### src/rtl/rr_arbiter_4.sv
// rr_arbiter_4 -- four-requester round-robin arbiter with hold timeout.
//
// Grants one of four level-sensitive requesters at a time. Ownership is kept
// while the owner requests. It moves on a release, or when the hold limit
// expires while another client waits. All outputs come straight from flops.
//
// Parameters:
//   MAX_HOLD  max consecutive cycles an owner keeps the grant while others
//             wait (0 = unlimited)
//   CNT_W     hold counter width; 2**CNT_W must exceed MAX_HOLD
//
// Ports:
//   clk          rising-edge clock
//   rst_n        asynchronous active-low reset
//   req[3:0]     per-client request, level-sensitive
//   lock         (only with RR_ARB_LOCK_EN) owner asks to keep the grant
//   grant[3:0]   one-hot grant, 0000 when idle
//   grant_idx    binary index of the owner, 00 when idle
//   grant_valid  any grant bit high
//
// Optional feature macro: RR_ARB_LOCK_EN (adds the lock input).

module rr_arbiter_4 #(
    parameter int unsigned MAX_HOLD = 8,
    parameter int unsigned CNT_W    = 4
) (
    input  logic       clk,
    input  logic       rst_n,
    input  logic [3:0] req,
`ifdef RR_ARB_LOCK_EN
    input  logic       lock,
`endif
    output logic [3:0] grant,
    output logic [1:0] grant_idx,
    output logic       grant_valid
);

    typedef enum logic [0:0] {StIdle, StBusy} state_e;

    localparam logic [CNT_W-1:0] CntMax  = {CNT_W{1'b1}};
    localparam logic [CNT_W-1:0] HoldLim = CNT_W'(MAX_HOLD);

    state_e           state_q, state_d;
    logic [1:0]       owner_q, owner_d;
    logic [1:0]       ptr_q, ptr_d;
    logic [CNT_W-1:0] cnt_q, cnt_d;

    logic [3:0] owner_oh;
    logic [3:0] others;
    logic       owner_req;
    logic       expired;
    logic       lock_hold;

    // First set bit of vec, searching start, start+1, ... with 2-bit wrap.
    function automatic logic [1:0] rr_pick(input logic [3:0] vec, input logic [1:0] start);
        logic [1:0] idx;
        logic [1:0] pick;
        logic       found;
        pick  = start;
        found = 1'b0;
        for (int k = 0; k < 4; k++) begin
            idx = start + 2'(k);
            if (!found && vec[idx]) begin
                pick  = idx;
                found = 1'b1;
            end
        end
        return pick;
    endfunction

    assign owner_oh  = 4'b0001 << owner_q;
    // Owner bit masked: used for release handover and for expiry re-arbitration.
    assign others    = req & ~owner_oh;
    assign owner_req = req[owner_q];
    assign expired   = (MAX_HOLD != 0) && (cnt_q >= HoldLim);

`ifdef RR_ARB_LOCK_EN
    assign lock_hold = lock;
`else
    assign lock_hold = 1'b0;
`endif

    // State register
    always_ff @(posedge clk or negedge rst_n) begin
        if (!rst_n) begin
            state_q <= StIdle;
            owner_q <= 2'b00;
            ptr_q   <= 2'b00;
            cnt_q   <= '0;
        end else begin
            state_q <= state_d;
            owner_q <= owner_d;
            ptr_q   <= ptr_d;
            cnt_q   <= cnt_d;
        end
    end

    // Next-state logic
    always_comb begin
        state_d = state_q;
        owner_d = owner_q;
        ptr_d   = ptr_q;
        cnt_d   = cnt_q;
        unique case (state_q)
            StIdle: begin
                if (|req) begin
                    owner_d = rr_pick(req, ptr_q);
                    ptr_d   = owner_d + 2'd1;
                    cnt_d   = '0;
                    state_d = StBusy;
                end
            end
            StBusy: begin
                if (!owner_req) begin
                    // Release wins over expiry and lock; hand over with no bubble.
                    cnt_d = '0;
                    if (|others) begin
                        owner_d = rr_pick(others, ptr_q);
                        ptr_d   = owner_d + 2'd1;
                    end else begin
                        state_d = StIdle;
                    end
                end else if (lock_hold) begin
                    // Locked owner: counter frozen, no expiry.
                    cnt_d = cnt_q;
                end else if (expired) begin
                    // Sole requester simply restarts its hold window.
                    cnt_d = '0;
                    if (|others) begin
                        owner_d = rr_pick(others, ptr_q);
                        ptr_d   = owner_d + 2'd1;
                    end
                end else if (cnt_q != CntMax) begin
                    cnt_d = cnt_q + 1'b1;
                end
            end
            default: begin
                state_d = StIdle;
            end
        endcase
    end

    // Outputs decode registered state only, so they are glitch-free.
    always_comb begin
        grant       = 4'b0000;
        grant_idx   = 2'b00;
        grant_valid = 1'b0;
        if (state_q == StBusy) begin
            grant       = owner_oh;
            grant_idx   = owner_q;
            grant_valid = 1'b1;
        end
    end

endmodule

### config.mk
export PLATFORM = sky130hd
export DESIGN_NAME = rr_arbiter_4
export DESIGN_NICKNAME = d
export VERILOG_FILES = /design/src/rtl/rr_arbiter_4.sv
export SDC_FILE = /design/constraint.sdc
export NUM_CORES = 1
export LEC_CHECK = 0
export ABC_AREA = 1
export CELL_PAD_IN_SITES_DETAIL_PLACEMENT = 1
export CELL_PAD_IN_SITES_GLOBAL_PLACEMENT = 1
export CORE_ASPECT_RATIO = 1.1
export CORE_MARGIN = 10
export CORE_UTILIZATION = 35
export DETAILED_ROUTE_END_ITERATION = 8
export PLACE_DENSITY_LB_ADDON = 0.12
export SKIP_LAST_GASP = 1
export SLEW_MARGIN = 20
export SYNTH_ARGS = -nofsm -noshare
export SYNTH_HDL_FRONTEND = slang
export SYNTH_SLANG_ARGS = --single-unit
### constraint.sdc
create_clock -name clk -period 2 [get_ports clk]
set_input_delay 0.2 -clock clk [delete_from_list [all_inputs] [get_ports clk]]
set_output_delay 0.2 -clock clk [all_outputs]
set_load 0.01 [all_outputs]
# After elaboration in Yosys (flattened, before gate mapping)
# Index checks and enable logic that the tools add are counted.
# totals
reg_bits	9
latch_bits	0
ramBits	0
romBits	0
inputBits	6
out_inout_bits	7
wordCells	143
memories	0
# classes
add_sub_neg	7
mul	0
div_mod_pow	0
magnitude_cmp	6
n_eq_ne	6
shift	1
mux	94
bitwise_logic	3
n_reduce_logical	22
# op_table
op	n
2-to-1 mux 2 bit	29
2-to-1 mux 1 bit	47
2-to-1 mux 4 bit	5
binary-select mux 1 bit (select 2 bit)	9
< comparator 2 x 3 -> 1 bit, second input constant	5
logical AND 1 bit	9
zero test 1 bit	9
adder 2 x 1 -> 2 bit, second input constant	4
one-hot mux 2 bit (2 select lines)	2
one-hot mux 4 bit (2 select lines)	1
OR reduction 4 bit	2
inequality test 3 x 2 -> 1 bit, second input constant	2
adder 2 bit, second input constant	2
adder 4 x 1 -> 4 bit, second input constant	1
AND 4 bit	1
>= comparator 4 bit, second input constant	1
inequality test 4 x 2 -> 1 bit, second input constant	1
inequality test 4 bit, second input constant	1
NOT 4 bit	1
AND reduction 4 bit	1
<< shifter 1 x 2 -> 4 bit, first input constant	1
inequality test 3 x 1 -> 1 bit, second input constant	1
inequality test 2 bit, second input constant	1
one-hot mux 1 bit (2 select lines)	1
2 further kinds	2

# Longest topological paths before layout
# Gate-level depths: netlist (run 1).
# depth
depth_word	36
depth_mapped	17
ltp_nobuf	16

# Worst setup path before layout (run 1)
# OpenSTA, ideal clock, no wires.
# synth_timing
path_kind	register to register
startpoint	register ptr_q[0]
endpoint	register owner_q[1]
setup_time_ns	0.119
arrival_ns	1.501
required_time_ns	1.881
path_slack_ns	0.380
stages_incl_launch_ff	14
path_buffers	2
period_less_slack_ns	1.620
cell_sequence	dfrtp_1 -> buf_6 -> buf_6 -> nand2_1 -> nand3_1 -> nand2_2 -> inv_1 -> nor2_4 -> nand3_1 -> nand3_2 -> nand2_1 -> nand2_1 -> nand3_2 -> and2_1
# synth_between
elab_chain_cells	32
elab_cells_between_ends	95
classes_between	add/sub: 3; mux: 74; reduce/logical: 18
# synth_lines
item	line_no	text
from (decl)	45	logic [1:0] ptr_q, ptr_d;
from (signal assigned)	93	ptr_q <= ptr_d;
binary-select mux 1 bit (select 2 bit)	63	if (!found && vec[idx]) begin
2-to-1 mux 1 bit (implied by the code)	63	
2-to-1 mux 1 bit	63	
2-to-1 mux 1 bit	117, 129	
2-to-1 mux 1 bit	126	end else if (expired) begin
2-to-1 mux 1 bit	114	if (!owner_req) begin
2-to-1 mux 1 bit	104	unique case (state_q)
zero test 1 bit	63	
[16 not listed]	-	
2-to-1 mux 2 bit	129	if (|others) begin
2-to-1 mux 2 bit	126	
2-to-1 mux 2 bit	114	
2-to-1 mux 2 bit	104	
2-to-1 mux 2 bit	129	
2-to-1 mux 2 bit	126	
2-to-1 mux 2 bit	114	
one-hot mux 2 bit (2 select lines) (*)	104	
to (signal assigned)	92	owner_q <= owner_d;
to (decl)	44	logic [1:0] owner_q, owner_d;
# Mark *: on every way between the ends. The rest lies on a longest branch, timed or not. The select of a mux whose other input is x is not followed.
# A chain may end at the register's enable or synchronous reset.

# Worst setup path after layout (run 1)
# layout_timing
startpoint	register ptr_q[0]
endpoint	register ptr_q[1]
# layout_between
elab_chain_cells	33
elab_cells_between_ends	98
classes_between	add/sub: 6; mux: 74; reduce/logical: 18
# layout_lines
item	line_no	text
binary-select mux 1 bit (select 2 bit)	63	
2-to-1 mux 1 bit (implied by the code)	63	
2-to-1 mux 1 bit	63	
2-to-1 mux 1 bit	117, 129	
2-to-1 mux 1 bit	126	
2-to-1 mux 1 bit	114	
2-to-1 mux 1 bit	104	
zero test 1 bit	63	
[17 not listed]	-	
2-to-1 mux 2 bit	126	
2-to-1 mux 2 bit	114	
2-to-1 mux 2 bit	104	
adder 2 x 1 -> 2 bit	131	ptr_d = owner_d + 2'd1;
2-to-1 mux 2 bit	129	
2-to-1 mux 2 bit	126	
2-to-1 mux 2 bit	114	
one-hot mux 2 bit (2 select lines) (*)	104	
# Marks and branches as above.

==> out/metrics.cfg, run 1 <==
[detailed_routing]
drtIter0Drc = 45
wl_per_cell_um = 14.1
vias = 1148
first_pass_iters = 4
drc = 0
viasPerCell = 5.01
ant_nets = 0
wl_mm = 3.23

[cells_and_area]
multiInputGateArea_um2 = 667
finalInstanceArea_um2 = 1260
num_antenna_cells = 0
regArea_um2 = 229
fin_cells = 229
drive_gt1_share_pct = 20.4
n_fill_cell = 391
syn2layout_area_growth_pct = 28.3
nets = 205

[synthesis]
yosysWarnings = 0
synth_top_area_share_pct = 27.4
syn_nets = 179
yosysTopAreaCell = nand2_1
synth_cell_types = 22
synth-seq-cells = 9
synth.area.top_cells = nand2_1 (27%), dfrtp_1 (23%), nand3_1 (11%), inv_1 (7.6%), nor2_1 (5.3%)
syn_area_per_cell_um2 = 5.76
synth_cells = 171
seq_area_frac_synth_pct = 22.9
syn-cell-area_um2 = 985

[placed_design]
gp_congestion = 0.879
placed_area_um2 = 1190
place_inst = 223
io_buffers = 12
place_hpwl_mm = 2.69

[floorplan]
core.rowCount = 20
die_h_um = 75.6
die_area_um2 = 5340
initial_core_util_pct = 36.1
core_um2 = 2730
ios = 13
die_w_um = 70.6

[power]
total_power_uw = 2240
power_density_nw_per_um2 = 1770
p_leak_uw = 0.000694
ir_drop_mv = 0.783

[sta]
rsz0062_at_grt = yes
finalSetupViolCount = 0
clock_skew_ns = 0.00376
hold_viol_final = 0
tightest_slew_ns = 0.406
fmax_ghz = 0.543
max_slew_margin_pct = 72.8
fin_crit_ns = 1.84
drv_slew = 0
fin_crit_sh_pct = 92.2

[worst_setup_path]
critical-path-slowest-cell = dfrtp_2
cp.required_ns = 2.15
crit_arrival_ns = 1.99
cp-start-kind = flip-flop
criticalPathCategory = flip-flop to flip-flop
cp_cell_sequence = inv_2, nand2_1, nand2_4, nand3_1, nand2_1, nand2_2, inv_1, nand2_1, nand2_1, nand3_1, nand3_1, nand2_1, nand2_1, nand2_1
crit_family = simple AND/OR/NAND/NOR gates
max_stage_delay_ns = 0.46
end_kind = flip-flop
cp_max_fo = 7
path_buf_inv = 2
path_common_cell = nand2_1

[clock_tree]
path_clk_slew_ns = 0.06
tritoncts = done
cts.sinks = 9
htree_levels = 1
ctsRootBufferMaster = clkbuf_4
cts_buffer_depth = 2
cts_buffers = 3
insertion_delay_ns = 0.26

[grt]
antenna_found_initial = 0
gr-total-overflow = 0
grt_pass1_vias = 1273
grt_use_total_pct = 12.6
grt_max_degree = 11
grt_pass1_wl_mm = 5.55

[hold_path]
hp-class = input pin to asynchronous set/reset pin

[job]
max-cap-violations = 0

[outcome]
outcome = finished, final reports clean

==> cell usage after synthesis <==
| master | n |
|---|---|
| a21oi_1 | 4 |
| and2_1 | 1 |
| buf_6 | 3 |
| dfrtp_1 | 9 |
| ha_1 | 2 |
| inv_1 | 20 |
| inv_2 | 3 |
| nand2_1 | 72 |
| nand2_2 | 2 |
| nand2_4 | 1 |
| nand3_1 | 22 |
| nand3_2 | 3 |
| nand4_1 | 1 |
| nor2_1 | 14 |
| nor2_4 | 2 |
| nor3_1 | 1 |
| o21a_1 | 1 |
| o21ai_0 | 5 |
| o21ai_1 | 1 |
| o21ai_2 | 1 |
| o22ai_1 | 2 |
| xor2_1 | 1 |
==> cell type report <==
class	count	area share [%]
clock buffer	4	2.08
multi-input combinational	136	52.8
inverter	23	6.83
tap	33	3.27
sequential	9	18.1
timing repair buffer	24	16.9
==> logic make-up (layout without fill, tap and decap cells) <==
| kind of cell | after synthesis | after routing | share of synthesized area [%] |
|---|---|---|---|
| and+or+nand+nor | 119 | 119 | 53.5 |
| buffers and inverters | 26 | 51 | 12.2 |
| AOI/OAI and AO/OA | 14 | 14 | 8.00 |
| DFF | 9 | 9 | 22.9 |
| adders and majority gates | 2 | 2 | 2.54 |
| xor gates and xnor gates | 1 | 1 | 0.890 |
==> worst reg2reg max path, cell delays in order, from the launching register on <==
cell and delay, ns:
dfrtp_2 0.46, inv_2 0.15, nand2_1 0.12, nand2_4 0.11
nand3_1 0.08, nand2_1 0.10, nand2_2 0.07, inv_1 0.07
nand2_1 0.06, nand2_1 0.06, nand3_1 0.09, nand3_1 0.15
nand2_1 0.08, nand2_1 0.08, nand2_1 0.05
==> where the power goes <==
| part | total (uW) | leakage [uW] | internal (uW) | switching [uW] |
|---|---|---|---|---|
| clock | 138 | 0.0000150 | 76.8 | 61.2 |
| combinational | 1730 | 0.000572 | 674 | 1060 |
| sequential | 364 | 0.000107 | 260 | 105 |
==> routing by layer <==
metal  vias to the layer above  routed length, um  global-route usage, %
met4                         0                 23                   5.38
li1                        587                  -                      -
met2                         9               1780                   25.0
met3                         4                 41                  0.911
met5                         -                  0                      0
met1                       548               1390                   13.4
==> state kept, by name, indices dropped and copies added (netlist names) <==
register  cells
cnt_q         4
state_q       1
ptr_q         2
owner_q       2
==> worst paths after layout <==
kind | startpoint | endpoint | slack, ns | cells after the start
worst max-delay path | ptr_q[0] | ptr_q[1] | 0.16 | 14
worst min-delay path | rst_n | cnt_q[3] | 0.24 | 1
worst max register to register | ptr_q[0] | ptr_q[1] | 0.16 | 14
worst min register to register | cnt_q[3] | cnt_q[3] | 0.58 | 2
max in group asynchronous | rst_n | owner_q[1] | 1.45 | 1
min in group clk | cnt_q[3] | cnt_q[3] | 0.58 | 2
==> cells in the final DEF, fill, tap and decap left out, drive strengths merged <==
master and n:
o21a 1, ha 2, o22ai 2, nor3 1, nand4 1, clkdlybuf4s50 12, nor2 16, and2 1
buf 12, dfrtp 9, xor2 1, nand3 25, nand2 75, a21oi 4, inv 23, o21ai 7
clkbuf 4
==> through the flow <==
stage | hold slack [ns] | TNS, ns | util (%) | setup slack [ns]
floorplan | -0.0956 | 0 | - | 0.380
global placement | 0.519 | 0 | 43.5 | 0.0329
detailed placement | 0.520 | -0.0832 | 43.5 | -0.0558
CTS | 0.235 | 0 | 44.5 | 0.0596
global route | 0.246 | -0.00650 | 46.3 | -0.00650
finish | 0.236 | 0 | 46.3 | 0.157
==> what timing repair did <==
| item | in CTS | in global routing |
|---|---|---|
| setup buffers | 0 | 2 |
| resized for setup | 1 | 17 |
| pin swaps | 0 | 2 |
| endpoints found under the setup margin | 1 | 4 |
| hold buffers | 0 | 0 |
(Power assumes the default switching activity.)
==> run 2, diff against run 1 <==
Settings changed: CTS_CLUSTER_DIAMETER set to 60.
==> results of run 2 <==
The final DEF is identical to that of run 1; final timing and power are the same.
==> run 3, diff against run 2 <==
Settings changed: CORE_MARGIN 10 to 2.
==> out/metrics.cfg, run 3 (synthesized netlist as in run 1, its figures left out) <==
[grt]
grt_pass1_vias = 1145  ; was 1273
gr-total-overflow = 0  ; unchanged
antenna_found_initial = 0  ; unchanged
grt_most_used_layer = met2  ; unchanged
grt_max_degree = 12  ; was 11
grt.met2_usage_pct = 39.1  ; was 25.0%
grt_pass1_wl_mm = 5.00  ; was 5.55 mm
grt_use_total_pct = 21.4  ; was 12.6%
grt_use_met1_pct = 25.2  ; was 13.4%
met3_usage_pct = 2.27  ; was 0.911%

[worst_setup_path]
crit_arrival_ns = 2.03  ; was 1.99 ns
ff2ff_path_depth = 12  ; was 14
cp_max_fo = 7  ; unchanged
criticalPathCategory = flip-flop to flip-flop  ; unchanged
cp.required_ns = 2.15  ; about the same
end_kind = flip-flop  ; unchanged
r2r_slack_ns = 0.12  ; was 0.16 ns
cp-start-kind = flip-flop  ; unchanged

[clock_tree]
ctsRootBufferMaster = clkbuf_4  ; unchanged
htree_levels = 1  ; unchanged
cts_buffers = 3  ; unchanged
tritoncts = done  ; unchanged
cts_buffer_depth = 2  ; unchanged
insertion_delay_ns = 0.26  ; about the same
path_clk_slew_ns = 0.06  ; about the same
cts.sinks = 9  ; unchanged

[cells_and_area]
regArea_um2 = 230  ; was 229 um^2
fin_util_pct = 45.7  ; was 46.3%
n_fill_cell = 389  ; was 391
num_antenna_cells = 0  ; unchanged
nets = 202  ; was 205
finalInstanceArea_um2 = 1250  ; was 1260 um^2
syn2layout_area_growth_pct = 26.7  ; was 28.3%
layout_commonest_cell = nand2_1  ; unchanged
drive_gt1_share_pct = 18.1  ; was 20.4%
multiInputGateArea_um2 = 667  ; unchanged
mostFrequentLayoutCells = nand2_1 (70), nand3_1 (20), inv_1 (19), nor2_1 (12), clkdlybuf4s50_1 (12)  ; was nand2_1 (66), nand3_1 (20), inv_1 (19), nor2_1 (13), clkdlybuf4s50_1 (12)
top_regs = cnt_q (4), owner_q (2), ptr_q (2)  ; unchanged
largest_reg_flops = 4  ; unchanged
regMostFlops = cnt_q  ; unchanged

[floorplan]
core.rowCount = 20  ; unchanged
initial_core_util_pct = 36.1  ; unchanged
ios = 13  ; unchanged
core_um2 = 2730  ; unchanged
die_w_um = 54.6  ; was 70.6 um
die_area_um2 = 3250  ; was 5340 um^2
die_h_um = 59.6  ; was 75.6 um

[placed_design]
place_hpwl_mm = 2.47  ; was 2.69 mm
placed_area_um2 = 1150  ; was 1190 um^2
gp_congestion = 0.915  ; was 0.879
io_buffers = 12  ; unchanged
place_ws_ns = -0.105  ; was -0.0558 ns

[hold_path]
hp-class = input pin to asynchronous set/reset pin  ; unchanged

[sta]
clock_skew_ns = 0.000887  ; was 0.00376 ns
drv_slew = 0  ; unchanged
rsz0062_at_grt = yes  ; unchanged
fin_crit_sh_pct = 94.1  ; was 92.2%
fin_ws_ns = 0.119  ; was 0.157 ns
hold_viol_final = 0  ; unchanged
tightest_slew_ns = 0.412  ; was 0.406 ns
max_slew_margin_pct = 72.4  ; was 72.8%
finalSetupViolCount = 0  ; unchanged
fin_crit_ns = 1.88  ; was 1.84 ns
fmax_ghz = 0.532  ; was 0.543 GHz

[detailed_routing]
wl_per_cell_um = 13.4  ; was 14.1 um
first_pass_iters = 4  ; unchanged
viasPerCell = 5.01  ; about the same
vias = 1132  ; was 1148
ant_nets = 0  ; unchanged
drtIter0Drc = 17  ; was 45
wl_mm = 3.03  ; was 3.23 mm
drc = 0  ; unchanged

[outcome]
outcome = finished, final reports clean  ; unchanged

[power]
power_density_nw_per_um2 = 1750  ; was 1770 nW/um^2
ir_drop_mv = 0.808  ; was 0.783 mV
p_leak_uw = 0.000679  ; was 0.000694 uW
total_power_uw = 2180  ; was 2240 uW

[job]
max-cap-violations = 0  ; unchanged

[run 3: what timing repair did]
action | 4_1_cts | 5_1_grt
gates resized for setup | 0 | 18
setup buffers | 0 | 4
hold buffers | 0 | 0
endpoints found under the setup margin | 0 | 4
[run 3: final timing paths]
| path | from | to |
|---|---|---|
| setup / recovery | ptr_q[0] | owner_q[1] |
| hold / removal | rst_n | cnt_q[3] |
| setup reg to reg | ptr_q[0] | owner_q[1] |
| hold reg to reg | cnt_q[2] | cnt_q[2] |
| max in group asynchronous | rst_n | owner_q[0] |
| min in group clk | cnt_q[2] | cnt_q[2] |
[run 3: stage by stage]
step / hold slack [ns] / std cells / setup TNS (ns)
2_1_floorplan: -0.0956 / 171 / 0
3_3_place_gp: 0.521 / 218 / -0.0352
3_5_place_dp: 0.529 / 218 / -0.276
4_1_cts: 0.245 / 222 / 0
5_1_grt: 0.257 / 226 / -0.0262
6_report: 0.240 / 226 / 0
[run 3: power breakdown]
part           leakage, uW  internal, uW  total [uW]  switching (uW)
combinational     0.000558           647        1660            1010
clock            0.0000150          76.7         137            60.2
sequential        0.000106           262         388             126
[run 3: final cells by class]
class	count	share of cell area [%]
clock buffers	4	2.11
inverters	23	7.32
well taps	33	3.31
flip-flops and latches	9	18.5
repair buffers	21	15.3
multi-input cells	136	53.5
[run 3: routing by layer]
metal / wire, um / up-vias
met5: 0 / -
met4: 44 / 0
met3: 50 / 4
met2: 1640 / 13
met1: 1290 / 535
li1: - / 580
[run 3: worst max-delay path, stage by stage (launching register included)]
cell and delay, ns:
dfrtp_2 0.48, buf_4 0.18, nand2_1 0.09, nand3_1 0.09, nand2_2 0.11, inv_1 0.08, nor2_4 0.12, nand3_1 0.12
nand3_2 0.11, nand2_1 0.06, nand2_1 0.09, nand3_2 0.07, and2_1 0.14
